===== src/rtl/smol_pkg.sv =====
// Shared definitions for smol SoC bus peripherals: register offsets and the
// bus request bundle used by the address decoders.
package smol_pkg;
  localparam int SMOL_AW = 24;

  localparam logic [2:0] OFS_IN      = 3'd0;
  localparam logic [2:0] OFS_OUT     = 3'd1;
  localparam logic [2:0] OFS_OE      = 3'd2;
  localparam logic [2:0] OFS_RISE    = 3'd3;
  localparam logic [2:0] OFS_FALL    = 3'd4;
  localparam logic [2:0] OFS_IE_RISE = 3'd5;
  localparam logic [2:0] OFS_IE_FALL = 3'd6;

  typedef struct packed {
    logic               valid;
    logic               write;
    logic [SMOL_AW-1:0] addr;
    logic [7:0]         wdata;
  } bus_req_t;
endpackage


===== src/rtl/smol_gpio_port.sv =====
// One 8-bit GPIO port: pin synchroniser, edge history, OUT/OE/IE registers,
// sticky edge flags and this port's interrupt term.
module smol_gpio_port
  import smol_pkg::*;
#(
  parameter int SYNC = 2
) (
  input  logic       clk,
  input  logic       rstb,
  input  logic [7:0] pin_i,
  input  logic       armed,
  input  logic       we,
  input  logic [2:0] ofs,
  input  logic [7:0] wdata,
  output logic [7:0] in_o,
  output logic [7:0] out_o,
  output logic [7:0] oe_o,
  output logic [7:0] rise_o,
  output logic [7:0] fall_o,
  output logic [7:0] ie_rise_o,
  output logic [7:0] ie_fall_o,
  output logic       irq_o
);
  logic [SYNC-1:0][7:0] sync_q, sync_d;
  logic [7:0] prev_q, prev_d;
  logic [7:0] out_q, out_d, oe_q, oe_d;
  logic [7:0] rise_q, rise_d, fall_q, fall_d;
  logic [7:0] ier_q, ier_d, ief_q, ief_d;
  logic [7:0] in_v, rise_ev, fall_ev, clr_r, clr_f;

  always_comb begin
    sync_d  = {sync_q[SYNC-2:0], pin_i};
    in_v    = sync_q[SYNC-1];
    prev_d  = in_v;
    rise_ev = armed ? (in_v & ~prev_q) : 8'h00;
    fall_ev = armed ? (~in_v & prev_q) : 8'h00;
    clr_r   = (we && ofs == OFS_RISE) ? wdata : 8'h00;
    clr_f   = (we && ofs == OFS_FALL) ? wdata : 8'h00;
    // new edges are OR'd in after the clear so a coincident edge survives
    rise_d  = (rise_q & ~clr_r) | rise_ev;
    fall_d  = (fall_q & ~clr_f) | fall_ev;
    out_d   = (we && ofs == OFS_OUT)     ? wdata : out_q;
    oe_d    = (we && ofs == OFS_OE)      ? wdata : oe_q;
    ier_d   = (we && ofs == OFS_IE_RISE) ? wdata : ier_q;
    ief_d   = (we && ofs == OFS_IE_FALL) ? wdata : ief_q;
  end

  always_ff @(posedge clk or negedge rstb) begin
    if (!rstb) begin
      sync_q <= '0;
      prev_q <= '0;
      out_q  <= '0;
      oe_q   <= '0;
      rise_q <= '0;
      fall_q <= '0;
      ier_q  <= '0;
      ief_q  <= '0;
    end else begin
      sync_q <= sync_d;
      prev_q <= prev_d;
      out_q  <= out_d;
      oe_q   <= oe_d;
      rise_q <= rise_d;
      fall_q <= fall_d;
      ier_q  <= ier_d;
      ief_q  <= ief_d;
    end
  end

  assign in_o      = in_v;
  assign out_o     = out_q;
  assign oe_o      = oe_q;
  assign rise_o    = rise_q;
  assign fall_o    = fall_q;
  assign ie_rise_o = ier_q;
  assign ie_fall_o = ief_q;
  assign irq_o     = |((rise_q & ier_q) | (fall_q & ief_q));
endmodule


===== src/rtl/smol_gpio.sv =====
// NPORT-port GPIO on the smol four-phase valid/ready bus: window decode,
// handshake, read mux, post-reset arm counter and the shared irq.
module smol_gpio
  import smol_pkg::*;
#(
  parameter int NPORT = 2,
  parameter int BASE  = 'h2100,
  parameter int AW    = 24,
  parameter int SYNC  = 2
) (
  input  logic                 clk,
  input  logic                 rstb,
  input  logic                 valid,
  input  logic                 write,
  input  logic [AW-1:0]        addr,
  input  logic [7:0]           wdata,
  output logic [7:0]           rdata,
  output logic                 ready,
  input  logic [8*NPORT-1:0]   pin_i,
  output logic [8*NPORT-1:0]   pin_o,
  output logic [8*NPORT-1:0]   pin_oe,
  output logic                 irq
);
  localparam logic [AW:0] LO  = (AW+1)'(BASE);
  localparam logic [AW:0] HI  = LO + (AW+1)'(8*NPORT);
  localparam int          AMW = ($clog2(SYNC+2) > 3) ? $clog2(SYNC+2) : 3;
  localparam logic [AMW-1:0] ARM_N = AMW'(SYNC+1);

  logic            ready_q, ready_d;
  logic [7:0]      rdata_q, rdata_d;
  logic [AMW-1:0]  arm_q, arm_d;
  logic            hit, acc, armed;
  logic [AW-1:0]   off;
  logic [3:0]      pidx;
  logic [7:0]      rsel;

  logic [NPORT-1:0][7:0] in_a, out_a, oe_a, rise_a, fall_a, ier_a, ief_a;
  logic [NPORT-1:0]      we_a, irq_a;

  assign hit   = ({1'b0, addr} >= LO) && ({1'b0, addr} < HI);
  assign acc   = valid & hit & ~ready_q;
  assign off   = addr - LO[AW-1:0];
  assign pidx  = 4'(off >> 3);
  // block stays blind until the synchroniser and PREV hold real pin levels
  assign armed = (arm_q == ARM_N);

  genvar gi;
  generate
    for (gi = 0; gi < NPORT; gi++) begin : gen_port
      assign we_a[gi] = acc & write & (pidx == 4'(gi));
      smol_gpio_port #(.SYNC(SYNC)) u_port (
        .clk       (clk),
        .rstb      (rstb),
        .pin_i     (pin_i[8*gi +: 8]),
        .armed     (armed),
        .we        (we_a[gi]),
        .ofs       (addr[2:0]),
        .wdata     (wdata),
        .in_o      (in_a[gi]),
        .out_o     (out_a[gi]),
        .oe_o      (oe_a[gi]),
        .rise_o    (rise_a[gi]),
        .fall_o    (fall_a[gi]),
        .ie_rise_o (ier_a[gi]),
        .ie_fall_o (ief_a[gi]),
        .irq_o     (irq_a[gi])
      );
      assign pin_o[8*gi +: 8]  = out_a[gi];
      assign pin_oe[8*gi +: 8] = oe_a[gi];
    end
  endgenerate

  always_comb begin
    rsel = 8'h00;
    for (int i = 0; i < NPORT; i++) begin
      if (pidx == 4'(i)) begin
        case (addr[2:0])
          OFS_IN:      rsel = in_a[i];
          OFS_OUT:     rsel = out_a[i];
          OFS_OE:      rsel = oe_a[i];
          OFS_RISE:    rsel = rise_a[i];
          OFS_FALL:    rsel = fall_a[i];
          OFS_IE_RISE: rsel = ier_a[i];
          OFS_IE_FALL: rsel = ief_a[i];
          default:     rsel = 8'h00;
        endcase
      end
    end
  end

  always_comb begin
    ready_d = valid & (hit | ready_q);
    rdata_d = rdata_q;
    // a missed request clears rdata; only hit reads load it
    if (valid && !ready_q) rdata_d = (hit && !write) ? rsel : 8'h00;
    arm_d = armed ? arm_q : arm_q + AMW'(1);
  end

  always_ff @(posedge clk or negedge rstb) begin
    if (!rstb) begin
      ready_q <= 1'b0;
      rdata_q <= 8'h00;
      arm_q   <= '0;
    end else begin
      ready_q <= ready_d;
      rdata_q <= rdata_d;
      arm_q   <= arm_d;
    end
  end

  assign ready = ready_q;
  assign rdata = rdata_q;
  assign irq   = |irq_a;
endmodule


===== config.mk =====
export PLATFORM = sky130hd
export DESIGN_NAME = smol_gpio
export DESIGN_NICKNAME = d
export VERILOG_FILES = /design/src/rtl/smol_pkg.sv /design/src/rtl/smol_gpio_port.sv /design/src/rtl/smol_gpio.sv
export SDC_FILE = /design/constraint.sdc
export NUM_CORES = 1
export LEC_CHECK = 0
export ABC_CLOCK_PERIOD_IN_PS = 3700
export CAP_MARGIN = 5
export CORE_MARGIN = 5
export CORE_UTILIZATION = 45
export CTS_CLUSTER_SIZE = 30
export DETAILED_ROUTE_END_ITERATION = 12
export GPL_TIMING_DRIVEN = 0
export PLACE_DENSITY_LB_ADDON = 0.12
export SETUP_SLACK_MARGIN = 0.1
export SYNTH_ARGS = -nofsm -noshare
export SYNTH_HDL_FRONTEND = slang
export SYNTH_SLANG_ARGS = --single-unit
export TNS_END_PERCENT = 100

===== constraint.sdc =====
create_clock -name clk -period 3.7 [get_ports clk]
set_input_delay 0.925 -clock clk [delete_from_list [all_inputs] [get_ports clk]]
set_output_delay 0.925 -clock clk [all_outputs]
set_load 0.005 [all_outputs]

Word level (Yosys, flattened, before mapping). Cells that the tools add are included.

Input port bits: 52. Logic and storage cells: 100. Register bits: 156. Output and inout port bits: 42.

Bitwise operators: 34. Equality and inequality tests: 8. $add $sub $neg: 2. Muxes and demuxes: 13. Order comparisons: 2. Reduce and logical (&&, ||, !) cells: 20.

Operators with widths (number): case mux 8 bit (7 select lines) (2); AND 8 bit (12); 2-to-1 mux 8 bit (11); NOT 8 bit (8); OR 8 bit (6); greater-or-equal comparator 24 x 14 -> 1 bit, second input constant (1); less-than comparator 24 x 14 -> 1 bit, second input constant (1); OR reduction 16 bit (1); logical AND 1 bit (15); equality test 3 x 2 -> 1 bit, second input constant (3); equality test 3 bit, second input constant (3); subtractor 7 x 1 -> 7 bit, second input constant (1); AND 1 bit (6); equality test 4 x 1 -> 1 bit, second input constant (1); zero test 4 bit (1); adder 3 x 1 -> 3 bit, second input constant (1); equality test 3 x 1 -> 1 bit, second input constant (1); zero test 3 bit (1); zero test 1 bit (2); NOT 1 bit (1); OR 1 bit (1).

Logic depth before layout (Yosys ltp).
Word-level depth: 11. Depth in mapped cells: 7. Gate-level depth less buffers: 4.

Hierarchy. Synthesis repeated with hierarchy kept, for this count alone.

Cell total of the unflattened synthesis: 532. Area total of the unflattened synthesis: 6966.7 µm².

By module, submodules not included: smol_gpio_port (cells an instance 173, instances 2, seq. area each 1801.7 µm², area each 2693.8 µm²); smol_gpio (cells an instance 186, instances 1, seq. area each 300.3 µm², area each 1579.0 µm²).

Least setup slack after synthesis. Ideal clock, no wire load.

Kind: input to register. Start point: in addr[5]. End point: reg gen_port[1].u_port.ief_q[0]. Data required time: 3.575 ns. Stages: 5. Slack: 1.086 ns. Arrival time: 2.489 ns. Buffers on the path: 1. Library setup time: 0.125 ns. Path through: nor4b_4 -> nand4_1 -> buf_2 -> nor3_4 -> mux2_2.

Cells in the longest elaborated chain, start to end: 7. Elaborated cells on any way between the ends: 10. Those cells by class: 1 x add/sub; 2 x order compare; 1 x eq/ne; 4 x bitwise; 2 x reduce/logical.

RTL lines: from (decl) (RTL line smol_gpio.sv:15) `input logic [AW-1:0] addr,`; greater-or-equal comparator 24 x 14 -> 1 bit / less-than comparator 24 x 14 -> 1 bit (equally long branches) (RTL line smol_gpio.sv:40) `assign hit = ({1'b0, addr} >= LO) && ({1'b0, addr} < HI);`; logical AND 1 bit (RTL line smol_gpio.sv:40); AND 1 bit (2 in a row) (RTL line smol_gpio.sv:41) `assign acc = valid & hit & ~ready_q;`; AND 1 bit (RTL line smol_gpio.sv:50) `assign we_a[gi] = acc & write & (pidx == 4'(gi));`; AND 1 bit (*) (RTL line smol_gpio.sv:50); logical AND 1 bit (*) (RTL line smol_gpio_port.sv:45) `ief_d = (we && ofs == OFS_IE_FALL) ? wdata : ief_q;`; to (signal assigned) (RTL line smol_gpio_port.sv:66) `ief_q <= ief_d;`; to (decl) (RTL line smol_gpio_port.sv:28) `logic [7:0] ier_q, ier_d, ief_q, ief_d;`.

Mark *: on every way between the ends. The rest lies on a longest branch, timed or not. A chain may end at the register's enable or synchronous reset.

Worst setup path after layout.
Start point: in addr[0]. End point: reg gen_port[0].u_port.oe_q[3].

Cells in the longest elaborated chain, start to end: 7. Elaborated cells on any way between the ends: 11. Those cells by class: 1 x add/sub; 2 x order compare; 1 x eq/ne; 4 x bitwise; 3 x reduce/logical.

RTL lines: greater-or-equal comparator 24 x 14 -> 1 bit / less-than comparator 24 x 14 -> 1 bit (equally long branches) (RTL line smol_gpio.sv:40); logical AND 1 bit (RTL line smol_gpio.sv:40); AND 1 bit (2 in a row) (RTL line smol_gpio.sv:41); AND 1 bit (2 in a row) (RTL line smol_gpio.sv:50); logical AND 1 bit (*) (RTL line smol_gpio_port.sv:43) `oe_d = (we && ofs == OFS_OE) ? wdata : oe_q;`; to (signal assigned) (RTL line smol_gpio_port.sv:53) `oe_q <= '0;`; to (signal assigned) (RTL line smol_gpio_port.sv:62) `oe_q <= oe_d;`; to (decl) (RTL line smol_gpio_port.sv:26) `logic [7:0] out_q, out_d, oe_q, oe_d;`.

Marks and branches as above.

==> metrics.md <==
| Metric | Value |
|---|---|
| Complex-gate fraction of the synthesized area | 13.8% |
| Worst slew margin | between 30% and 40% |
| Remaining antenna violation count | 0 |
| Comb pwr share | under 10% |
| Skew final | ~7.8 ps |
| Critical path depth | 6 |
| Root buf cell | clkbuf_16 |
| Total gr overflow | 0 |
| CP max stage cell | nor3_2 |
| Worst setup EP type | register |
| Post-Place Setup Slack | -299 ps |
| Core footprint | about 0.016 sq mm |
| Worst-Margin Slew | approximately 1000 ps |
| Min-delay worst type | register to register |
| Skew-Pair Late Insertion Delay | about 420 ps |
| Vias in the first global route | around 5700 |
| Final Wtd Congestion | approximately 0.95 |
| Fill cell count | around 1300 |
| Delay-heaviest family, CP | simple AND/OR/NAND/NOR gates |
| Synth top area cells | dfrtp_1, mux2_2, a22oi_1, nand2_1, a32o_1 |
| Crit Path Class | primary input to register |
| DR DRC count | 0 |
| Hold Vio Cnt, Final | 0 |
| Synth Area in Adders | 0.352% |
| Internal power | approximately 2.8 mW |
| Post-synthesis mux area share | 15.7% |
| Count of warnings emitted by yosys | 0 |
| Final setup viols | 0 |
| Synth Net Count | between 600 and 700 |
| Pins Over Slew Limit | 0 |
| Area leader, netlist | dfrtp_1 |
| Clock Pin Slew Worst Setup and Hold Paths | approximately 60 ps |
| Critical path fanouts, max | 10 |
| CP Cell Sequence | clkdlybuf4s50_1 -> clkbuf_1 -> nor2b_1 -> nand2_1 -> nor3_2 -> mux2_2 |
| Die area | 0.0184 sq mm |
| Critical path buffers and inverters | 2 |
| Vias | 5709 |
| Clk sinks | approximately 160 |
| Sequential fraction of the synthesis area | between 50% and 60% |
| Routed len/inst | approximately 27 microns |
| Row cnt | between 40 and 50 |
| RSZ-0062 raised after global routing | yes |
| Max Root-Sink Buffers | 2 |
| Critical path's largest stage delay | about 700 ps |
| CTS tree | yes |
| Max_cap viols | 0 |
| Vias per inst | around 6.3 |
| I/O pin cnt | 94 |
| Clk pwr share | a little under half |
| Outcome | finished clean |
| Yosys top cell area share | roughly 55% |
| Sequential share of power | between 40% and 50% |
| Count leader, synth | dfrtp_1 |
| Initial drt markers | 686 |
| Fmax | approximately 0.29 GHz |
| Largest net degree at the start of global routing | slightly above 90 |
| TritonCTS buffer count | 17 |
| Ant diodes | 0 |
| Post-Syn Area | roughly 0.0071 sq mm |
| # port buffers | 90 |
| P&R area growth vs syn | 24.8% |
| Hold path cells | 0 |
| Arrival time worst endpoint | about 3800 ps |
| Mapped Avg Cell Area | between 10 and 15 sq um |
| Total Wirelength | ~25 mm |
| Initial antenna violation count | 0 |
| GRT Resource Usage Total | 27.3% |
| Xor/xnor share of the synthesized area | 0.123% |
| Tmin final | ~3500 ps |
| Final #Nets | about 740 |
| Hold Slack | around 340 ps |
| Peak VDD IR | between 0.3 and 0.4 mV |
| H-tree depth | 4 |
| #FFs+latches synth | 156 |
| Die H | between 100 and 150 microns |
| Fraction of registers with async set/reset | 100% |
| Critical Path Source Type | primary input |
| Dpl hpwl | between 15 and 20 mm |
| Starting Density | between 40 and 50% |
| Synth cell types | 52 |
| Switching Share | roughly a quarter |
| Final Worst Setup Slack | between 200 and 250 ps |
| R2R cell count | 4 |
| Largest family of logic cells by synthesized area | multiplexers |
| First-pass GRT wire length | approximately 37 mm |
| P_leak | about 3.8 nW |
| Pre-antenna DRT Iters | 5 |
| Cells after synthesis | 574 |
| Fin crit share | between 90% and 100% |
| Post-synth top cells | dfrtp_1, mux2_2, nand2_1 |
| Pwr dens | slightly above 400 mW/mm^2 |
| Number of flops mapped to enable cells by yosys | 0 |
| Switching power total | approximately 900 uW |
| WP data required | roughly 4000 ps |
| Simple-Gate Fraction of Synth Area | between 10% and 20% |
| Layout cells sized above 1 | between 20% and 30% |
| Synth Flop Type | dfrtp_1 |
| Die X | ~140 microns |
layer usage:
layer / wire [microns] / vias up / GRT usage [%]
li1: - / 2407 / -
met1: 10600 / 2920 / 39.1
met2: 11200 / 340 / 41.7
met3: 2330 / 42 / 6.05
met4: 415 / 0 / 8.51
met5: 0 / - / 0
registers in the layout, summed over array words and instances (netlist names):
register / cells
rdata: 8
gen_port.u_port.ie_fall_o: 16
gen_port.u_port.oe_o: 16
gen_port.u_port.out_o: 16
gen_port.u_port.rise_o: 16
gen_port.u_port.ie_rise_o: 16
gen_port.u_port.in_o: 16
gen_port.u_port.prev_q: 16
gen_port.u_port.sync_d: 16
ready: 1
gen_port.u_port.fall_o: 16
arm_q: 3
power groups by stage:
stage	sequential (mW)	combinational, mW	clock, mW
6_report	1.75	0.265	1.66
5_1_grt	1.75	0.284	1.74
4_1_cts	1.75	0.262	1.67
3_5_place_dp	1.78	0.261	0
3_3_place_gp	1.78	0.255	0
2_1_floorplan	1.78	0.107	0
cells by family (layout without fill, tap and decap cells):
kind of cell,Yosys count,after routing
buf+inv,63,185
compound gates,123,123
xor+xnor,1,1
fa+ha+maj,2,2
flops,156,156
simple gates,132,132
mux,97,97
final cells by class:
type,instances,area [sq um],area share [%]
clock inverters,8,87.6,0.987
clock buffers,23,468,5.27
inverters,23,86.3,0.973
flip-flops and latches,156,3900,44.0
repair buffers,91,930,10.5
well taps,216,270,3.04
plain buffers,40,165,1.86
multi-input cells,355,2970,33.4
cells in the final DEF (no fill, tap or decap), drive strengths merged, types with 8 or more instances in the layout:
cell type	count
dfrtp	156
clkdlybuf4s50	89
mux2	86
clkbuf	50
nand2	39
a22oi	28
inv	22
nand3	16
o21ai	16
o31ai	16
buf	15
or4	14
a32o	13
nor3	13
a221oi	12
a221o	9
mux2i	8
per-stage QoR:
step	cell area, sq um	TNS (ps)	power (mW)	instances	util, %
after floorplan	7110	0	1.88	574	-
after global placement	8280	-710880	2.04	880	52.7
after detailed placement	8310	-9670	2.04	881	52.9
after CTS	8870	0	3.69	912	56.4
after global routing	8880	0	3.78	912	56.5
final	8880	0	3.68	912	56.5
repair_timing:
| item | CTS | global route |
|---|---|---|
| buffers inserted | 0 | 0 |
| resized for setup | 0 | 3 |
| hold buffers | 0 | 0 |
| endpoints found under the setup margin | 0 | 22 |
worst reg2reg max path: cells and delay by family, from the launching register on:
| kind | cells | cell delay, ps |
|---|---|---|
| buffers and inverters | 1 | 420 |
| DFF | 1 | 410 |
| and+or+nand+nor | 2 | 1200 |
| AOI/OAI and AO/OA | 1 | 300 |
worst paths after layout:
kind                                                     from                               to  slack (ps)
worst max register to register                          ready                         rdata[1]        1300
worst min-delay path            gen_port[0].u_port.sync_d[15]       gen_port[0].u_port.in_o[7]         340
min in group asynchronous                                rstb  gen_port[0].u_port.ie_rise_o[0]         580
max in group asynchronous                                rstb    gen_port[0].u_port.sync_d[15]        2290
worst max-delay path                                  addr[0]       gen_port[0].u_port.oe_o[3]         220
worst min register to register  gen_port[0].u_port.sync_d[15]       gen_port[0].u_port.in_o[7]         340
(Power assumes the default switching activity.)
